$ cat src/rtl/led_pattern_classifier_if.sv
// LED-bus monitor interface: sequencer-side signals in, classification out.
// The master modport belongs to whoever drives the LED bus and step tick.
// The slave modport belongs to the classifier.
interface led_pattern_classifier_if;
  logic [7:0] led_in;
  logic       step;
  logic [4:0] pattern_id;
  logic       locked;
  logic       lost;
  logic [3:0] run_len;

  modport master (
    output led_in, step,
    input  pattern_id, locked, lost, run_len
  );

  modport slave (
    input  led_in, step,
    output pattern_id, locked, lost, run_len
  );
endinterface

$ cat src/rtl/led_pattern_classifier.sv
// Receive-side monitor for the multi-pattern LED sequencer.
// The LED bus is sampled on each step tick, and each transition prev->cur is
// classified against the known patterns. The classifier tracks which patterns
// stay consistent and locks once exactly one pattern survives for LOCK_STEPS
// steps. pattern_id uses the sequencer's pattern_sel encoding, where 31 means
// unknown.
module led_pattern_classifier #(
  parameter int LOCK_STEPS     = 4,
  parameter int TIMEOUT_CYCLES = 65535
) (
  input  logic                      clk,
  input  logic                      rst_n,
  led_pattern_classifier_if.slave   bus
);

  localparam logic [1:0] S_IDLE   = 2'd0;
  localparam logic [1:0] S_TRACK  = 2'd1;
  localparam logic [1:0] S_LOCKED = 2'd2;

  localparam logic [3:0]  C_LOCK_STEPS = 4'(LOCK_STEPS);
  localparam logic [15:0] C_TIMEOUT    = 16'(TIMEOUT_CYCLES);
  localparam logic [4:0]  C_UNKNOWN    = 5'd31;

  // Match-mask bit positions
  localparam int B_OFF    = 0;
  localparam int B_ON     = 1;
  localparam int B_BLINK  = 2;
  localparam int B_RUN    = 3;
  localparam int B_ALT    = 4;
  localparam int B_NEGRUN = 5;
  localparam int B_COUNT  = 6;

  function automatic logic is_onehot8(input logic [7:0] v);
    return (v != 8'h00) && ((v & (v - 8'h01)) == 8'h00);
  endfunction

  function automatic logic is_onehot7(input logic [6:0] v);
    return (v != 7'h00) && ((v & (v - 7'h01)) == 7'h00);
  endfunction

  // The lowest set bit wins, so an ambiguous mask still reports a stable code.
  function automatic logic [4:0] mask_to_code(input logic [6:0] m);
    logic [4:0] code;
    code = C_UNKNOWN;
    if      (m[B_OFF])    code = 5'd0;
    else if (m[B_ON])     code = 5'd1;
    else if (m[B_BLINK])  code = 5'd2;
    else if (m[B_RUN])    code = 5'd3;
    else if (m[B_ALT])    code = 5'd4;
    else if (m[B_NEGRUN]) code = 5'd5;
    else if (m[B_COUNT])  code = 5'd13;
    return code;
  endfunction

  logic [1:0]  r_state;
  logic [7:0]  r_prev;
  logic [6:0]  r_mask;
  logic [3:0]  r_run_len;
  logic [4:0]  r_pattern_id;
  logic        r_locked;
  logic        r_lost;
  logic [15:0] r_cnt;

  logic [6:0]  w_match;
  logic [6:0]  w_and;
  logic [7:0]  w_rotl;
  logic [3:0]  w_run_inc;
  logic [3:0]  w_run_fresh;
  logic [15:0] w_cnt_inc;
  logic        w_timeout;

  logic [1:0]  w_state_nxt;
  logic [7:0]  w_prev_nxt;
  logic [6:0]  w_mask_nxt;
  logic [3:0]  w_run_nxt;
  logic [4:0]  w_pid_nxt;
  logic        w_locked_nxt;
  logic        w_lost_nxt;
  logic [15:0] w_cnt_nxt;

  // Classify the transition from the previous sample to the current LED bus
  always_comb begin
    // NOTE: every combinational output gets a default first so no path leaves it unassigned, which would infer a latch.
    w_match         = '0;
    w_rotl          = {r_prev[6:0], r_prev[7]};
    w_match[B_OFF]    = (r_prev == 8'h00) && (bus.led_in == 8'h00);
    w_match[B_ON]     = (r_prev == 8'hFF) && (bus.led_in == 8'hFF);
    w_match[B_BLINK]  = ((r_prev == 8'h00) && (bus.led_in == 8'hFF)) ||
                        ((r_prev == 8'hFF) && (bus.led_in == 8'h00));
    w_match[B_RUN]    = is_onehot8(r_prev) && (bus.led_in == w_rotl);
    w_match[B_ALT]    = ((r_prev == 8'hAA) || (r_prev == 8'h55)) &&
                        (bus.led_in == ~r_prev);
    w_match[B_NEGRUN] = is_onehot8(~r_prev) && (bus.led_in == w_rotl);
    w_match[B_COUNT]  = (bus.led_in == r_prev + 8'h01);
  end

  assign w_and       = r_mask & w_match;
  assign w_run_inc   = (r_run_len == 4'hF) ? 4'hF : r_run_len + 4'h1;
  assign w_run_fresh = (w_match != 7'h00) ? 4'h1 : 4'h0;
  assign w_cnt_inc   = (r_cnt == 16'hFFFF) ? 16'hFFFF : r_cnt + 16'h0001;
  assign w_timeout   = (C_TIMEOUT != 16'h0000) && (w_cnt_inc >= C_TIMEOUT);

  // Next-state logic: process a step, otherwise check for a step timeout
  always_comb begin
    w_state_nxt  = r_state;
    w_prev_nxt   = r_prev;
    w_mask_nxt   = r_mask;
    w_run_nxt    = r_run_len;
    w_pid_nxt    = r_pattern_id;
    w_locked_nxt = r_locked;
    w_lost_nxt   = 1'b0;
    w_cnt_nxt    = bus.step ? 16'h0000 : w_cnt_inc;

    if (bus.step) begin
      w_prev_nxt = bus.led_in;
      case (r_state)
        S_IDLE: begin
          w_state_nxt = S_TRACK;
        end
        S_TRACK: begin
          if (w_and != 7'h00) begin
            w_mask_nxt = w_and;
            w_run_nxt  = w_run_inc;
          end else begin
            w_mask_nxt = w_match;
            w_run_nxt  = w_run_fresh;
          end
          w_pid_nxt = mask_to_code(w_mask_nxt);
          // An ambiguous mask never locks, however long the run
          if ((w_run_nxt >= C_LOCK_STEPS) && is_onehot7(w_mask_nxt)) begin
            w_state_nxt  = S_LOCKED;
            w_locked_nxt = 1'b1;
          end
        end
        S_LOCKED: begin
          if (w_and != 7'h00) begin
            w_run_nxt = w_run_inc;
          end else begin
            w_locked_nxt = 1'b0;
            w_lost_nxt   = 1'b1;
            w_state_nxt  = S_TRACK;
            w_mask_nxt   = w_match;
            w_run_nxt    = w_run_fresh;
            w_pid_nxt    = mask_to_code(w_match);
          end
        end
        default: begin
          w_state_nxt = S_IDLE;
        end
      endcase
    end else if (w_timeout && (r_state != S_IDLE)) begin
      // The sequencer stalled, so forget everything; only a held lock reports loss
      w_lost_nxt   = (r_state == S_LOCKED);
      w_locked_nxt = 1'b0;
      w_pid_nxt    = C_UNKNOWN;
      w_mask_nxt   = 7'h00;
      w_run_nxt    = 4'h0;
      w_state_nxt  = S_IDLE;
    end
  end

  // Register all state and outputs; the synchronous reset overrides any step
  always_ff @(posedge clk) begin
    // NOTE: sequential state uses non-blocking assignments so every register samples pre-edge values.
    if (!rst_n) begin
      r_state      <= S_IDLE;
      r_prev       <= 8'h00;
      r_mask       <= 7'h00;
      r_run_len    <= 4'h0;
      r_pattern_id <= C_UNKNOWN;
      r_locked     <= 1'b0;
      r_lost       <= 1'b0;
      r_cnt        <= 16'h0000;
    end else begin
      r_state      <= w_state_nxt;
      r_prev       <= w_prev_nxt;
      r_mask       <= w_mask_nxt;
      r_run_len    <= w_run_nxt;
      r_pattern_id <= w_pid_nxt;
      r_locked     <= w_locked_nxt;
      r_lost       <= w_lost_nxt;
      r_cnt        <= w_cnt_nxt;
    end
  end

  assign bus.pattern_id = r_pattern_id;
  assign bus.locked     = r_locked;
  assign bus.lost       = r_lost;
  assign bus.run_len    = r_run_len;

endmodule

$ cat src/flat_wrapper.sv
// flat-port wrapper written by rule: the top's interface ports become plain ports
module led_pattern_classifier_flat 
#(
  parameter int LOCK_STEPS     = 4,
  parameter int TIMEOUT_CYCLES = 65535
)
  (clk, rst_n, bus_led_in, bus_step, bus_pattern_id, bus_locked, bus_lost, bus_run_len);
  led_pattern_classifier_if bus_i ();
  input  logic clk;
  input  logic rst_n;
  input wire logic [$bits(bus_i.led_in)-1:0] bus_led_in;
  input wire logic [$bits(bus_i.step)-1:0] bus_step;
  output wire logic [$bits(bus_i.pattern_id)-1:0] bus_pattern_id;
  output wire logic [$bits(bus_i.locked)-1:0] bus_locked;
  output wire logic [$bits(bus_i.lost)-1:0] bus_lost;
  output wire logic [$bits(bus_i.run_len)-1:0] bus_run_len;
  assign bus_i.led_in = bus_led_in;
  assign bus_i.step = bus_step;
  assign bus_pattern_id = bus_i.pattern_id;
  assign bus_locked = bus_i.locked;
  assign bus_lost = bus_i.lost;
  assign bus_run_len = bus_i.run_len;
  led_pattern_classifier #(.LOCK_STEPS(LOCK_STEPS), .TIMEOUT_CYCLES(TIMEOUT_CYCLES)) u_core (.clk(clk), .rst_n(rst_n), .bus(bus_i));
endmodule
$ cat config.mk
export PLATFORM = sky130hd
export DESIGN_NAME = led_pattern_classifier_flat
export DESIGN_NICKNAME = d
export VERILOG_FILES = /design/src/rtl/led_pattern_classifier_if.sv /design/src/rtl/led_pattern_classifier.sv /design/src/flat_wrapper.sv
export SDC_FILE = /design/constraint.sdc
export NUM_CORES = 1
export LEC_CHECK = 0
export ABC_AREA = 1
export CORE_MARGIN = 8
export CORE_UTILIZATION = 55
export DETAILED_ROUTE_END_ITERATION = 7
export GPL_ROUTABILITY_DRIVEN = 0
export PLACE_DENSITY = 0.75
export SYNTH_ARGS = -nofsm -noshare
export SYNTH_HDL_FRONTEND = slang
export SYNTH_SLANG_ARGS = --single-unit
$ cat constraint.sdc
create_clock -name clk -period 6.6 [get_ports clk]
set_input_delay 1.32 -clock clk [delete_from_list [all_inputs] [get_ports clk]]
set_output_delay 1.32 -clock clk [all_outputs]
set_load 0.05 [all_outputs]
Word level (Yosys, flattened, before mapping)
Cells that the tools add are included.
Operators by class
  multiplexer cells: 48
  equal/unequal tests: 14
  multipliers: 0
  add/sub/neg operators: 6
  reductions and logical operators: 32
  divide/modulo/power cells: 0
  bitwise logic cells: 6
  magnitude comparators: 2
  shifts and indexed selects: 0
Operator list (count)
  2-to-1 mux 5 bit: 17
  2-to-1 mux 7 bit: 6
  logical NOT 8 bit: 4
  equality test 8 bit: 3
  equality test 8 bit, second input constant: 3
  2-to-1 mux 4 bit: 6
  nonzero test 7 bit: 3
  adder 16 x 1 -> 16 bit, second input constant: 1
  bitwise AND 8 bit: 2
  equality test 16 bit, second input constant: 1
  greater-or-equal comparator 16 bit, second input constant: 1
  2-to-1 mux 16 bit: 1
  nonzero test 8 bit: 2
  subtractor 8 x 1 -> 8 bit, second input constant: 2
  bitwise AND 7 bit: 2
  one-hot mux 7 bit (2 select lines): 1
  logical AND 1 bit: 12
  one-hot mux 5 bit (2 select lines): 1
  2-to-1 mux 1 bit: 9
  adder 8 x 1 -> 8 bit, second input constant: 1
  equality test 8 x 7 -> 1 bit, second input constant: 1
  2-to-1 mux 2 bit: 4
  NOT 8 bit: 1
  one-hot mux 4 bit (2 select lines): 1
  20 further kinds: 23
Word-level totals
  bits in read-only memories: 0
  bits in registers: 44
  bits in latches: 0
  input port bits: 11
  output and inout bits: 11
  RAM bits: 0
  memories: 0
  word-level logic and storage cells: 116

Longest topological paths before layout
  depth after elaboration: 20
  mapped depth: 22
  mapped depth without buffers: 22

Least setup slack after synthesis
No wires, ideal clock.
  path kind: input to register
  from: input port bus_led_in[1]
  to: register u_core.r_locked, in the netlist u_core.bus.locked
  arrival time: 3010 ps
  stages: 18
  required time: 6485 ps
  path buffers: 1
  path slack: 3475 ps
  setup time: 115 ps
  cell sequence: buf_2 -> inv_1 -> nand2_1 -> nand2_1 -> nor2_1 -> nand2_1 -> nor2_2 -> nand4_1 -> nand4_2 -> nand2_1 -> a21oi_1 -> nand3_1 -> nand2_1 -> nand2_1 -> nand2_1 -> nand3_1 -> nand2_1 -> nor2_1
On the way
  cells in the longest elaborated chain, start to end: 15
  elaborated cells between the ends (all ways): 33
  those cells by class: add/sub: 1; order compare: 1; eq/ne: 6; mux: 7; bitwise: 2; reduce/logical: 16
RTL lines
  start: declaration: RTL line flat_wrapper.sv:11  | input wire logic [$bits(bus_i.led_in)-1:0] bus_led_in;
  equality test 8 bit or logical NOT 8 bit (tied branches)
  logical AND 1 bit, on equally long branches: RTL line led_pattern_classifier.sv:88, led_pattern_classifier.sv:89
  logical OR 1 bit: RTL line led_pattern_classifier.sv:88  | w_match[B_BLINK] = ((r_prev == 8'h00) && (bus.led_in == 8'hFF)) ||
  bitwise AND 7 bit: RTL line led_pattern_classifier.sv:97  | assign w_and = r_mask & w_match;
  nonzero test 7 bit: RTL line led_pattern_classifier.sv:121, led_pattern_classifier.sv:136
  2-to-1 mux 7 bit: RTL line led_pattern_classifier.sv:121  | if (w_and != 7'h00) begin
  2-to-1 mux 7 bit: RTL line led_pattern_classifier.sv:116  | case (r_state)
  2-to-1 mux 7 bit: RTL line led_pattern_classifier.sv:114  | if (bus.step) begin
  subtractor 7 x 1 -> 7 bit: RTL line led_pattern_classifier.sv:38  | return (v != 7'h00) && ((v & (v - 7'h01)) == 7'h00);
  bitwise AND 7 bit: RTL line led_pattern_classifier.sv:38
  logical NOT 7 bit: RTL line led_pattern_classifier.sv:38
  logical AND 1 bit: RTL line led_pattern_classifier.sv:38
  logical AND 1 bit: RTL line led_pattern_classifier.sv:130  | if ((w_run_nxt >= C_LOCK_STEPS) && is_onehot7(w_mask_nxt)) begin
  inequality test 3 x 2 -> 1 bit (no source line)
  AND reduction 4 bit (no source line) *
  end signal: assignment: RTL line led_pattern_classifier.sv:180  | r_locked <= w_locked_nxt;
  end: declaration: RTL line led_pattern_classifier.sv:60  | logic r_locked;
Mark *: on every way between the ends. The rest lies on a longest branch, timed or not. The select of a mux whose other input is x is not followed.
A chain may end at the register's enable or synchronous reset.

Final worst setup path
  from: input port bus_led_in[7]
  to: register u_core.r_locked, in the netlist u_core.bus.locked
Same word-level chain as after synthesis.

==> impl_metrics.csv <==
group,metric,value,unit
synthesis,synthFlopType,"dfxtp_1",
global_routing,antenna_found_initial,0,
floorplan,core-area,6200,um^2
routing,drt_iter0_markers,327,
worst_setup_path,path_class,"input port to register",
clocking,cts-htree-levels,2,
global_routing,grt_pass1_wl,15.6,mm
routing,wl_per_cell,13.2,um
worst_setup_path,cp-end-kind,"register",
floorplan,die_y,95.3,um
synthesis,postSynthAreaPerCell,5.84,um^2
place,portBuffers,21,
routing,ant_nets,0,
worst_setup_path,critPathRequiredTime,6.81,ns
finish,fillers,609,
sta,fin_crit_sh,0.589,
sta,setup_tns,0,ns
floorplan,start_util,0.557,
finish,multiInputGateArea,2170,um^2
power_and_ir_drop,p_leak,1.83,nW
floorplan,rows,29,
power_and_ir_drop,p_per_area,167,nW/um^2
clocking,clockBufferDepth,2,
finish,final_common_cell,"nand2_1",
power_and_ir_drop,worst_ir_drop_vdd,130,uV
global_routing,grt_usage,0.210,
global_routing,grt_max_degree,34,
sta,rsz0062_at_grt,"no",
floorplan,die_w,95.3,um
synthesis,synth_nets,610,
routing,dr.pass1.iters,8,
clocking,ctsHoldBuffers,0,
clocking,cts.sinks,44,
worst_setup_path,path_max_fanout,6,
synthesis,netlist_instances,592,
sta,finClkSkew,0.00776,ns
sta,setup_viol,0,
synthesis,synth-seq-cells,44,
sta,clock.fmax,0.257,GHz
floorplan,dieArea,9080,um^2
synthesis,async_reset_ff_frac,0,
run_status,status,"completed",
run,cap_violations,0,
clocking,post_cts_buffers,0,
floorplan,ios,22,
global_routing,grt_pass1_vias,3541,
routing,drcViolationCount,0,
finish,area_growth,10.2,%
synthesis,yosys_warnings,0,
clocking,ctsResizeCount,0,
finish,mostFrequentLayoutCells,"nand2_1, inv_1, nor2_1, nand3_1, dfxtp_1",
finish,drive_above_1_share,0.0477,
sta,hold_viol,0,
synthesis,synth-edff-count,0,
finish,regArea,881,um^2
worst_hold_path,hold_path.class,"register to register",
clocking,clk_pin_slew,0.09,ns
finish,nets,625,
routing,vias_per_cell,5.53,
routing,vias,3785,
worst_setup_path,start_kind,"input port",
sta,slew_headroom,0.443,
place,hpwlAfterDp,6.96,mm
sta,post-route-min-period,3.89,ns
finish,finalNonFillerCells,685,
routing,drt_wl_total,9.04,mm
place,placedCellCount,677,
sta,worstMarginPinSlew,0.833,ns
global_routing,grt-ovfl-total,0,
synthesis,mappedNetlistArea,3460,um^2
clocking,tritoncts,"yes",
clocking,cts_buffers,5,
clocking,clk-insertion-delay-late,0.31,ns
synthesis,yosysSeqAreaShare,0.255,
sta,drv_slew,0,
clocking,root_buffer,"clkbuf_8",
finish,diodes,0,
worst_setup_path,cp_data_arrival_time,4.10,ns
synthesis,synth.distinct_cells,39,
==> path summary, 6_finish.rpt <==
path | endpoint | from | cells after the start | slack [ns]
max | u_core.bus.locked | bus_led_in[7] | 18 | 2.71
min | u_core.bus.pattern_id[4] | u_core.bus.pattern_id[4] | 2 | 0.46
max reg2reg | u_core.bus.locked | u_core.r_prev[0] | 18 | 3.50
min reg2reg | u_core.bus.pattern_id[4] | u_core.bus.pattern_id[4] | 2 | 0.46
==> cells in the mapped netlist (all sizes together), types with 2 or more instances <==
library cell	instances	area [um^2]
nand2	182	688
a31oi	2	12.5
nand4	20	146
o21ai	30	154
a211oi	2	15.0
clkbuf	4	15.0
dfxtp	44	881
nand3	52	270
xor2	10	87.6
nor2	80	313
a21oi	30	161
o211ai	6	45.0
buf	10	67.6
inv	86	323
ha	7	87.6
nor4	4	25.0
nor3	15	101
==> stage by stage <==
stage / setup WS, ns / hold WS [ns] / instance area [um^2] / power [mW] / util
5_1_grt: 2.42 / 0.510 / 3810 / 0.670 / 0.614
4_1_cts: 2.81 / 0.466 / 3810 / 0.639 / 0.614
3_5_place_dp: 2.49 / 0.445 / 3690 / 0.418 / 0.594
6_report: 2.71 / 0.464 / 3810 / 0.638 / 0.614
3_3_place_gp: 2.55 / 0.451 / 3690 / 0.418 / 0.594
2_1_floorplan: 3.47 / 0.441 / 3460 / 0.384 / -
==> power by group <==
part / internal [mW] / switching (mW)
clock network: 0.124 / 0.0995
registers: 0.277 / 0.0146
logic: 0.0401 / 0.0832
total: 0.441 / 0.197
==> cell families (layout without fill, tap and decap cells) <==
| family | Yosys count | in the layout | synth area share |
|---|---|---|---|
| simple gates | 354 | 354 | 0.449 |
| xor+xnor | 11 | 11 | 0.0279 |
| flops | 44 | 44 | 0.255 |
| compound gates | 75 | 75 | 0.125 |
| buf+inv | 101 | 117 | 0.118 |
| fa+ha+maj | 7 | 7 | 0.0253 |
==> cell type report <==
class | count | share of cell area
Multi-Input combinational cell | 447 | 0.569
Sequential cell | 44 | 0.231
Inverter | 87 | 0.0857
Timing Repair Buffer | 22 | 0.0571
Tap cell | 77 | 0.0253
Clock buffer | 6 | 0.0217
Clock inverter | 2 | 0.0102
==> metal layers <==
metal  vias to the layer above  track usage  routed length (um)
met3                        33       0.0386                 577
met2                       133        0.341                4170
met4                         0        0.111                 312
met1                      1690        0.260                3980
li1                       1929            -                   -
met5                         -            0                   0
==> critical path: stages <==
cell and delay [ns]:
clkdlybuf4s50_1 0.67, inv_1 0.18, nand2_1 0.10, nand2_1 0.06, nor2_1 0.09, nand2_1 0.08
nor2_2 0.25, nand4_1 0.18, nand4_2 0.20, nand2_1 0.11, a21oi_1 0.25, nand3_1 0.15
nand2_1 0.08, nand2_1 0.04, nand2_1 0.12, nand3_1 0.08, nand2_1 0.07, nor2_1 0.05
==> sequential cells by signal, summed over array words and instances, names as in the netlist <==
| name | flops |
|---|---|
| u_core.bus.locked | 1 |
| u_core.bus.lost | 1 |
| u_core.bus.pattern_id | 5 |
| u_core.bus.run_len | 4 |
| u_core.r_cnt | 16 |
| u_core.r_mask | 7 |
| u_core.r_prev | 8 |
| u_core.r_state | 2 |
Note: power is estimated with default switching activity, not from simulation.
